### config.mk
export PLATFORM = sky130hd
export DESIGN_NAME = me_ctrl
export DESIGN_NICKNAME = d
export VERILOG_FILES = /design/src/rtl/me_ctrl.sv
export SDC_FILE = /design/constraint.sdc
export NUM_CORES = 1
export LEC_CHECK = 0
export BUFFER_PORTS_ARGS = -buffer_cell sky130_fd_sc_hd__clkbuf_2
export CAP_MARGIN = 20
export CORE_ASPECT_RATIO = 0.8
export CORE_UTILIZATION = 40
export CTS_CLUSTER_SIZE = 24
export DETAILED_ROUTE_END_ITERATION = 12
export PLACE_DENSITY = 0.68
export SKIP_CTS_REPAIR_TIMING = 1
export SYNTH_ARGS = -nofsm -noshare
export SYNTH_HDL_FRONTEND = slang
export SYNTH_SLANG_ARGS = --single-unit
export TNS_END_PERCENT = 10
### constraint.sdc
create_clock -name clk_run -period 2.1 [get_ports clk_run]
set_clock_uncertainty 0.15 [all_clocks]
set_input_delay 0 -clock clk_run [delete_from_list [all_inputs] [get_ports clk_run]]
set_output_delay 0 -clock clk_run [all_outputs]
set_load 0.03 [all_outputs]
### src/rtl/me_ctrl.sv
// Player craft controller: turns held keys into rate-limited round-robin move
// strobes and sequences the craft through alive, destroy, respawn and game over.
module me_ctrl #(
   parameter int unsigned LIVES         = 3,
   parameter int unsigned MOVE_DIV      = 4,
   parameter int unsigned NORMAL_TICKS  = 64,
   parameter int unsigned DESTROY_TICKS = 16,
   parameter int unsigned INVINC_TICKS  = 128,
   parameter int unsigned BLINK_TICKS   = 8
) (
   input  logic       clk_run,
   input  logic       rst,
   input  logic [3:0] key_i,
   input  logic       collide_i,
   input  logic       game_start_i,
   output logic       move_en_o,
   output logic [1:0] direct_o,
   output logic       en_o,
   output logic [2:0] frame_sel_o,
   output logic       respawn_o,
   output logic [1:0] lives_o,
   output logic       invincible_o,
   output logic       game_over_o
);

   localparam int unsigned DIV_W   = (MOVE_DIV > 1)      ? $clog2(MOVE_DIV)      : 1;
   localparam int unsigned NORM_W  = (NORMAL_TICKS > 1)  ? $clog2(NORMAL_TICKS)  : 1;
   localparam int unsigned DEST_W  = (DESTROY_TICKS > 1) ? $clog2(DESTROY_TICKS) : 1;
   localparam int unsigned INV_W   = (INVINC_TICKS > 1)  ? $clog2(INVINC_TICKS)  : 1;
   localparam int unsigned BLINK_W = (BLINK_TICKS > 1)   ? $clog2(BLINK_TICKS)   : 1;

   // Direction codes double as round-robin positions: up, right, down, left.
   localparam logic [1:0] DIR_UP = 2'd0;

   typedef enum logic [2:0] {
      S_IDLE    = 3'd0,
      S_ALIVE   = 3'd1,
      S_DYING   = 3'd2,
      S_RESPAWN = 3'd3,
      S_OVER    = 3'd4
   } state_e;

   state_e             state_q;
   logic [DIV_W-1:0]   div_q;
   logic [NORM_W-1:0]  norm_q;
   logic [DEST_W-1:0]  dest_q;
   logic [INV_W-1:0]   inv_q;
   logic [BLINK_W-1:0] blink_q;
   logic [1:0]         ptr_q;

   logic               move_en_q;
   logic [1:0]         direct_q;
   logic               en_q;
   logic [2:0]         frame_q;
   logic               respawn_q;
   logic [1:0]         lives_q;
   logic               invincible_q;
   logic               game_over_q;

   logic [3:0]         req_c;
   logic [1:0]         idx_c;
   logic [1:0]         grant_c;
   logic               grant_vld_c;
   logic               div_wrap_c;
   logic               norm_wrap_c;
   logic               dest_wrap_c;
   logic               inv_last_c;
   logic               blink_wrap_c;

   // Opposite keys cancel; then pick the first request at or after the pointer.
   always_comb begin
      req_c       = {key_i[0], key_i[1], key_i[2], key_i[3]};
      idx_c       = ptr_q;
      grant_c     = ptr_q;
      grant_vld_c = 1'b0;
      if (req_c[0] && req_c[2]) begin
         req_c[0] = 1'b0;
         req_c[2] = 1'b0;
      end
      if (req_c[1] && req_c[3]) begin
         req_c[1] = 1'b0;
         req_c[3] = 1'b0;
      end
      for (int k = 3; k >= 0; k--) begin
         idx_c = ptr_q + 2'(k);
         if (req_c[idx_c]) begin
            grant_vld_c = 1'b1;
            grant_c     = idx_c;
         end
      end
   end

   assign div_wrap_c   = (div_q   == DIV_W'(MOVE_DIV - 1));
   assign norm_wrap_c  = (norm_q  == NORM_W'(NORMAL_TICKS - 1));
   assign dest_wrap_c  = (dest_q  == DEST_W'(DESTROY_TICKS - 1));
   assign inv_last_c   = (inv_q   == INV_W'(INVINC_TICKS - 1));
   assign blink_wrap_c = (blink_q == BLINK_W'(BLINK_TICKS - 1));

   always_ff @(posedge clk_run or posedge rst) begin
      if (rst) begin
         state_q      <= S_IDLE;
         div_q        <= '0;
         norm_q       <= '0;
         dest_q       <= '0;
         inv_q        <= '0;
         blink_q      <= '0;
         ptr_q        <= DIR_UP;
         move_en_q    <= 1'b0;
         direct_q     <= DIR_UP;
         en_q         <= 1'b0;
         frame_q      <= 3'd0;
         respawn_q    <= 1'b0;
         lives_q      <= 2'd0;
         invincible_q <= 1'b0;
         game_over_q  <= 1'b0;
      end else begin
         move_en_q <= 1'b0;
         respawn_q <= 1'b0;
         case (state_q)
            S_IDLE, S_OVER: begin
               if (game_start_i) begin
                  state_q     <= S_ALIVE;
                  lives_q     <= 2'(LIVES);
                  respawn_q   <= 1'b1;
                  en_q        <= 1'b1;
                  frame_q     <= 3'd0;
                  game_over_q <= 1'b0;
                  div_q       <= '0;
                  norm_q      <= '0;
               end
            end
            S_ALIVE, S_RESPAWN: begin
               if ((state_q == S_ALIVE) && collide_i) begin
                  // Hit beats any move step scheduled for this cycle.
                  state_q <= S_DYING;
                  lives_q <= lives_q - 2'd1;
                  frame_q <= 3'd2;
                  en_q    <= 1'b1;
                  div_q   <= '0;
                  norm_q  <= '0;
                  dest_q  <= '0;
               end else begin
                  if (div_wrap_c) begin
                     div_q <= '0;
                     if (grant_vld_c) begin
                        move_en_q <= 1'b1;
                        direct_q  <= grant_c;
                        ptr_q     <= grant_c + 2'd1;
                     end
                  end else begin
                     div_q <= div_q + DIV_W'(1);
                  end
                  if (norm_wrap_c) begin
                     norm_q  <= '0;
                     frame_q <= {2'b00, ~frame_q[0]};
                  end else begin
                     norm_q <= norm_q + NORM_W'(1);
                  end
                  if (state_q == S_RESPAWN) begin
                     if (inv_last_c) begin
                        state_q      <= S_ALIVE;
                        invincible_q <= 1'b0;
                        en_q         <= 1'b1;
                        inv_q        <= '0;
                        blink_q      <= '0;
                     end else begin
                        inv_q <= inv_q + INV_W'(1);
                        if (blink_wrap_c) begin
                           blink_q <= '0;
                           en_q    <= ~en_q;
                        end else begin
                           blink_q <= blink_q + BLINK_W'(1);
                        end
                     end
                  end
               end
            end
            S_DYING: begin
               if (dest_wrap_c) begin
                  dest_q <= '0;
                  if (frame_q == 3'd4) begin
                     frame_q <= 3'd0;
                     if (lives_q == 2'd0) begin
                        state_q     <= S_OVER;
                        en_q        <= 1'b0;
                        game_over_q <= 1'b1;
                     end else begin
                        state_q      <= S_RESPAWN;
                        respawn_q    <= 1'b1;
                        invincible_q <= 1'b1;
                        en_q         <= 1'b1;
                        inv_q        <= '0;
                        blink_q      <= '0;
                        div_q        <= '0;
                        norm_q       <= '0;
                     end
                  end else begin
                     frame_q <= frame_q + 3'd1;
                  end
               end else begin
                  dest_q <= dest_q + DEST_W'(1);
               end
            end
            default: state_q <= S_IDLE;
         endcase
      end
   end

   assign move_en_o    = move_en_q;
   assign direct_o     = direct_q;
   assign en_o         = en_q;
   assign frame_sel_o  = frame_q;
   assign respawn_o    = respawn_q;
   assign lives_o      = lives_q;
   assign invincible_o = invincible_q;
   assign game_over_o  = game_over_q;

endmodule

### After elaboration in Yosys (flattened, before gate mapping)

Cells that the tools add are included.

| operators by class | value |
|---|---|
| $add $sub $neg | 11 |
| order comparisons | 4 |
| equal/unequal tests | 23 |
| muxes and demuxes | 98 |
| bitwise logic cells | 3 |
| reductions and logical operators | 21 |

Operator list:

| operator | count |
|---|---|
| $mux W3 | 19 |
| $mux W7 | 6 |
| $mux W1 | 37 |
| $mux W6 | 6 |
| $mux W2 | 12 |
| $ne A2 B2 Y1 const B | 9 |
| $pmux W3 S3 | 2 |
| $pmux W6 S3 | 1 |
| $reduce_and A5 Y1 | 3 |
| $pmux W7 S2 | 1 |
| $lt A2 B3 Y1 const B | 4 |
| $reduce_and A6 Y1 | 2 |
| $eq A3 B3 Y1 const B | 3 |
| $ne A3 B3 Y1 const B | 3 |
| $bmux W1 S2 | 4 |
| $mux W4 | 2 |
| $pmux W4 S2 | 1 |
| $reduce_and A4 Y1 | 2 |
| $add A7 B1 Y7 const B | 1 |
| $eq A7 B7 Y1 const B | 1 |
| $reduce_and A7 Y1 | 1 |
| $add A2 B1 Y2 const B | 3 |
| $add A3 B1 Y3 const B | 2 |
| $add A6 B1 Y6 const B | 1 |
| other kinds (23) | 34 |

| word-level totals | value |
|---|---|
| flip-flop bits (word level) | 39 |
| output and inout bits | 12 |

### Longest topological paths before layout

| depth | value |
|---|---|
| depth in word-level cells | 12 |
| depth in mapped cells | 8 |
| depth with buffers taken out | 7 |

### Worst setup path after synthesis

OpenSTA, ideal clock, no wires.

| timing path | value |
|---|---|
| path type | register to register |
| start point | reg lives_q[0] (netlist: lives_o[0]) |
| end point | reg inv_q[6] |
| setup time | 0.086 ns |
| data arrival time | 1.721 ns |
| path slack | 0.143 ns |
| stages on the path, launching flop included | 8 |
| buffers on the path | 1 |
| clock period less this slack | 1.957 ns |
| cell sequence | dfrtp_1 inv_1 ha_1 nor3_4 o21ai_1 buf_6 or3_1 a32oi_1 |

| between the ends | value |
|---|---|
| word-level cells in the longest chain between the ends | 3 |

Ends and longest elaborated chain:

| element | line | text |
|---|---|---|
| start, declared | 56 | `logic [1:0] lives_q;` |
| start signal, assigned | 123 | `lives_q <= 2'(LIVES);` |
| start signal, assigned | 136 | `lives_q <= lives_q - 2'd1;` |
| $logic_not A2 Y1 | 183 | `if (lives_q == 2'd0) begin` |
| $ne A2 B2 Y1 (no source line) | -- |  |
| $reduce_and A6 Y1 (no source line) | -- |  |
| end signal, assigned | 167 | `inv_q <= inv_q + INV_W'(1);` |
| end, declared | 47 | `logic [INV_W-1:0] inv_q;` |

Every way passes these cells.
A chain may end at the register's enable or synchronous reset.

### Final worst setup path

| timing path | value |
|---|---|
| start point | reg state_q[1] |
| end point | reg en_q (netlist: en_o) |

| between the ends | value |
|---|---|
| word-level cells in the longest chain between the ends | 4 |
| elaborated cells between the ends (all ways) | 17 |
| those cells by class | eq/ne: 9; mux: 2; reduce/logical: 6 |

Ends and longest elaborated chain:

| element | line | text |
|---|---|---|
| start, declared | 43 | `state_e state_q;` |
| start signal, assigned | 101 | `state_q <= S_IDLE;` |
| start signal, assigned | 122 | `state_q <= S_ALIVE;` |
| start signal, assigned | 135 | `state_q <= S_DYING;` |
| $eq A3 B1 Y1, or another cell as far along | 119, 133 |  |
| $reduce_or A2 Y1 / $logic_and A1 B1 Y1 (equally long branches) | 119, 133 |  |
| $ne A4 B4 Y1 (no source line), or another cell as far along | -- |  |
| $reduce_and A6 Y1 (no source line) / $pmux W1 S3 (equally long branches) | -- |  |
| end signal, assigned | 170 | `en_q <= ~en_q;` |
| end, declared | 53 | `logic en_q;` |

Several ways; a longest one is shown, not always the timed one.

==> metrics.cfg <==
[route]
wl_per_cell_um=13.9
drtPass1Iterations=4
vias=1723
drc=0
wirelength_um=4410
initialDrtViolationCount=62
postRouteAntennaNets=0
avgViaCountPerCell=5.45

[global_route]
track_usage=0.169
antenna_found_initial=0
grt_overflow=0
grt_pass1_wl_um=7510
first_global_vias=1562
grt_max_degree=40

[critical_path]
crit_family=flip-flops
critPathMaxStageDelay_ns=0.56
end_kind=flop
worstSetupPathType=flop to flop
arrival_ns=1.95
cp-start-kind=flop
path_max_fanout=12
required_ns=2.16
crit_buf_inv=0
crit_chain=nor3b_4 > o21a_1 > nor3_2 > o21ai_1 > mux2i_1
slowest_stage=dfrtp_1

[logic_synthesis]
ys_types=54
synth_xor_area_frac=0.00794
synth_top_family_by_area=simple AND/OR/NAND/NOR gates
synth_commonest_cells=dfrtp_1, nand2_1, o21ai_0
synth.most_common_cell=dfrtp_1
yosysWarnings=0
synth_area_leaders=dfrtp_1, nand2_1, o21ai_0, ha_1, a21oi_1
ys.flop_type=dfrtp_1
yosys.area_share.simple=0.239
synthMuxAreaShare=0.00908
synth_compound_area_frac=0.210
yosys.area_share.adder=0.0510
synthCells=229
ys_ff_latch=39
synth_edf_count=0
yosysTopAreaCell=dfrtp_1
syn_nets=246
ys_async_sr_fraction=1.00
syn_area_per_cell_um2=9.63
synth_top_cell_area_share=0.442
syn_area_mm2=0.00221
ys_seq_area_frac=0.442

[pwr]
power.static_leakage_nw=1.18
p_per_area_mw_per_mm2=1480
ir_worst_vdd_uv=443

[job]
max_cap_viol_count=0

[floorplanning]
rows=23
core_mm2=0.00515
ioPinCount=20
dieArea_mm2=0.00582
start_util=0.428
die-height_um=68.4
die_w_um=85.0

[sta]
fmax_mhz=529
hold_viol=1
rsz0062_at_grt=false
finalCritPeriodShare=0.901
timing.final.crit_period_ns=1.89
maxSlewHeadroom=0.673
worst_slack_ns=0.209
holdWs_ns=-0.0187
drv_slew=0
worst_pin_slew_ns=0.490
setup_viol=0
tns_ns=0

[cts]
clk_path_buf_depth=2
cts_htree_levels=2
cts.sinks=39
tritoncts=built
clk_latency_ns=0.29
cts_buffers=5
cts.reportedPaths.clkPinSlew_ns=0.08
root_buffer=clkbuf_8

[outcome]
violations=hold timing
outcome=complete, but fails checks

[layout]
layoutNonFillerInstCount=316
final_nets=270
diodes=0
syn2layout_area_growth_pct=13.6
drive_gt1_frac=0.177

[placement]
dp.cells=307
dp_hpwl_um=3210
portBuffers=19
post-place-ws_ns=0.131
gp_congestion=0.788

[hold_path]
hp-class=input port to flop

kinds of logic (layout without fill, tap and decap cells):
group | count (synthesis) | count (layout)
buffers and inverters | 17 | 42
AOI/OAI and AO/OA | 69 | 69
adders and majority gates | 9 | 9
muxes | 2 | 2
and+or+nand+nor | 91 | 91
DFF | 39 | 39
xor gates and xnor gates | 2 | 2
sequential cells by signal (all words and copies together), names as in the netlist:
register and count:
en_o 1, ptr_q 2, move_en_o 1, respawn_o 1, state_q 3, div_q 2, direct_o 2, lives_o 2
norm_q 6, blink_q 3, invincible_o 1, frame_sel_o 3, game_over_o 1, inv_q 7, dest_q 4
metrics by stage:
step | util | area [µm²] | total power (W)
finish | 0.487 | 2510 | 0.00372
global route | 0.487 | 2510 | 0.00402
CTS | 0.484 | 2490 | 0.00374
detailed placement | 0.459 | 2360 | 0.00298
global placement | 0.459 | 2360 | 0.00293
floorplan | - | 2210 | 0.00260
placed cells by master, fill, tap and decap left out, types with 2 or more instances in the layout:
cell type,synthesis,layout
clkbuf_2,0,19
nand2_1,35,35
or3_1,2,2
a31oi_1,2,2
o221ai_1,3,3
a21oi_1,9,9
nand4_1,7,7
ha_1,9,9
a21o_1,2,2
nand3_4,2,2
clkbuf_8,0,5
o31ai_1,3,3
nor2_1,11,11
bufinv_16,0,2
nor2b_1,6,6
nand3_1,5,5
and3_1,3,3
o21a_1,3,3
nand3b_1,2,2
dfrtp_1,39,38
o21ai_1,5,5
mux2i_1,2,2
a21boi_1,2,2
nand2b_1,5,5
xor2_1,2,2
buf_4,1,5
o21ai_0,23,23
inv_1,9,9
a22o_1,5,5
power breakdown:
group / total [W] / internal (W) / switching, W
combinational: 0.00168 / 0.000682 / 0.00100
sequential: 0.00130 / 0.00101 / 0.000289
clock: 0.000735 / 0.000475 / 0.000260
total: 0.00372 / 0.00217 / 0.00155
cell type report:
| cell class | instances | area (µm²) |
|---|---|---|
| repair buffers | 25 | 143 |
| inverters | 9 | 33.8 |
| well taps | 62 | 77.6 |
| fillers | 486 | 2650 |
| clock inverters | 2 | 60.1 |
| flip-flops and latches | 39 | 977 |
| clock buffers | 6 | 72.6 |
| multi-input cells | 173 | 1140 |
final timing paths:
path                             from     endpoint  cells after the start  slack, ns
setup / recovery           state_q[1]         en_o                      5       0.21
hold / removal               key_i[2]  direct_o[1]                      4      -0.02
setup reg to reg           state_q[1]         en_o                      5       0.21
hold reg to reg            blink_q[1]   blink_q[1]                      2       0.33
max in group asynchronous         rst   state_q[0]                      4       1.20
min in group asynchronous         rst    move_en_o                      4       0.21
metal layers:
metal,GRT usage,share of wire,vias to the layer above,wire length [µm]
met5,0,0,-,0
met4,0.0805,0.018,0,78
met3,0.0350,0.035,8,153
met2,0.248,0.41,31,1800
met1,0.240,0.54,806,2380
li1,-,-,878,-
worst reg2reg max path: cells and delay by family (launching register included):
kind             cells  cell delay [ns]
flip-flops           1             0.56
multiplexers         1             0.20
AO/OA/AOI/OAI        2             0.38
AND/OR/NAND/NOR      2             0.52
(Power assumes the default switching activity.)
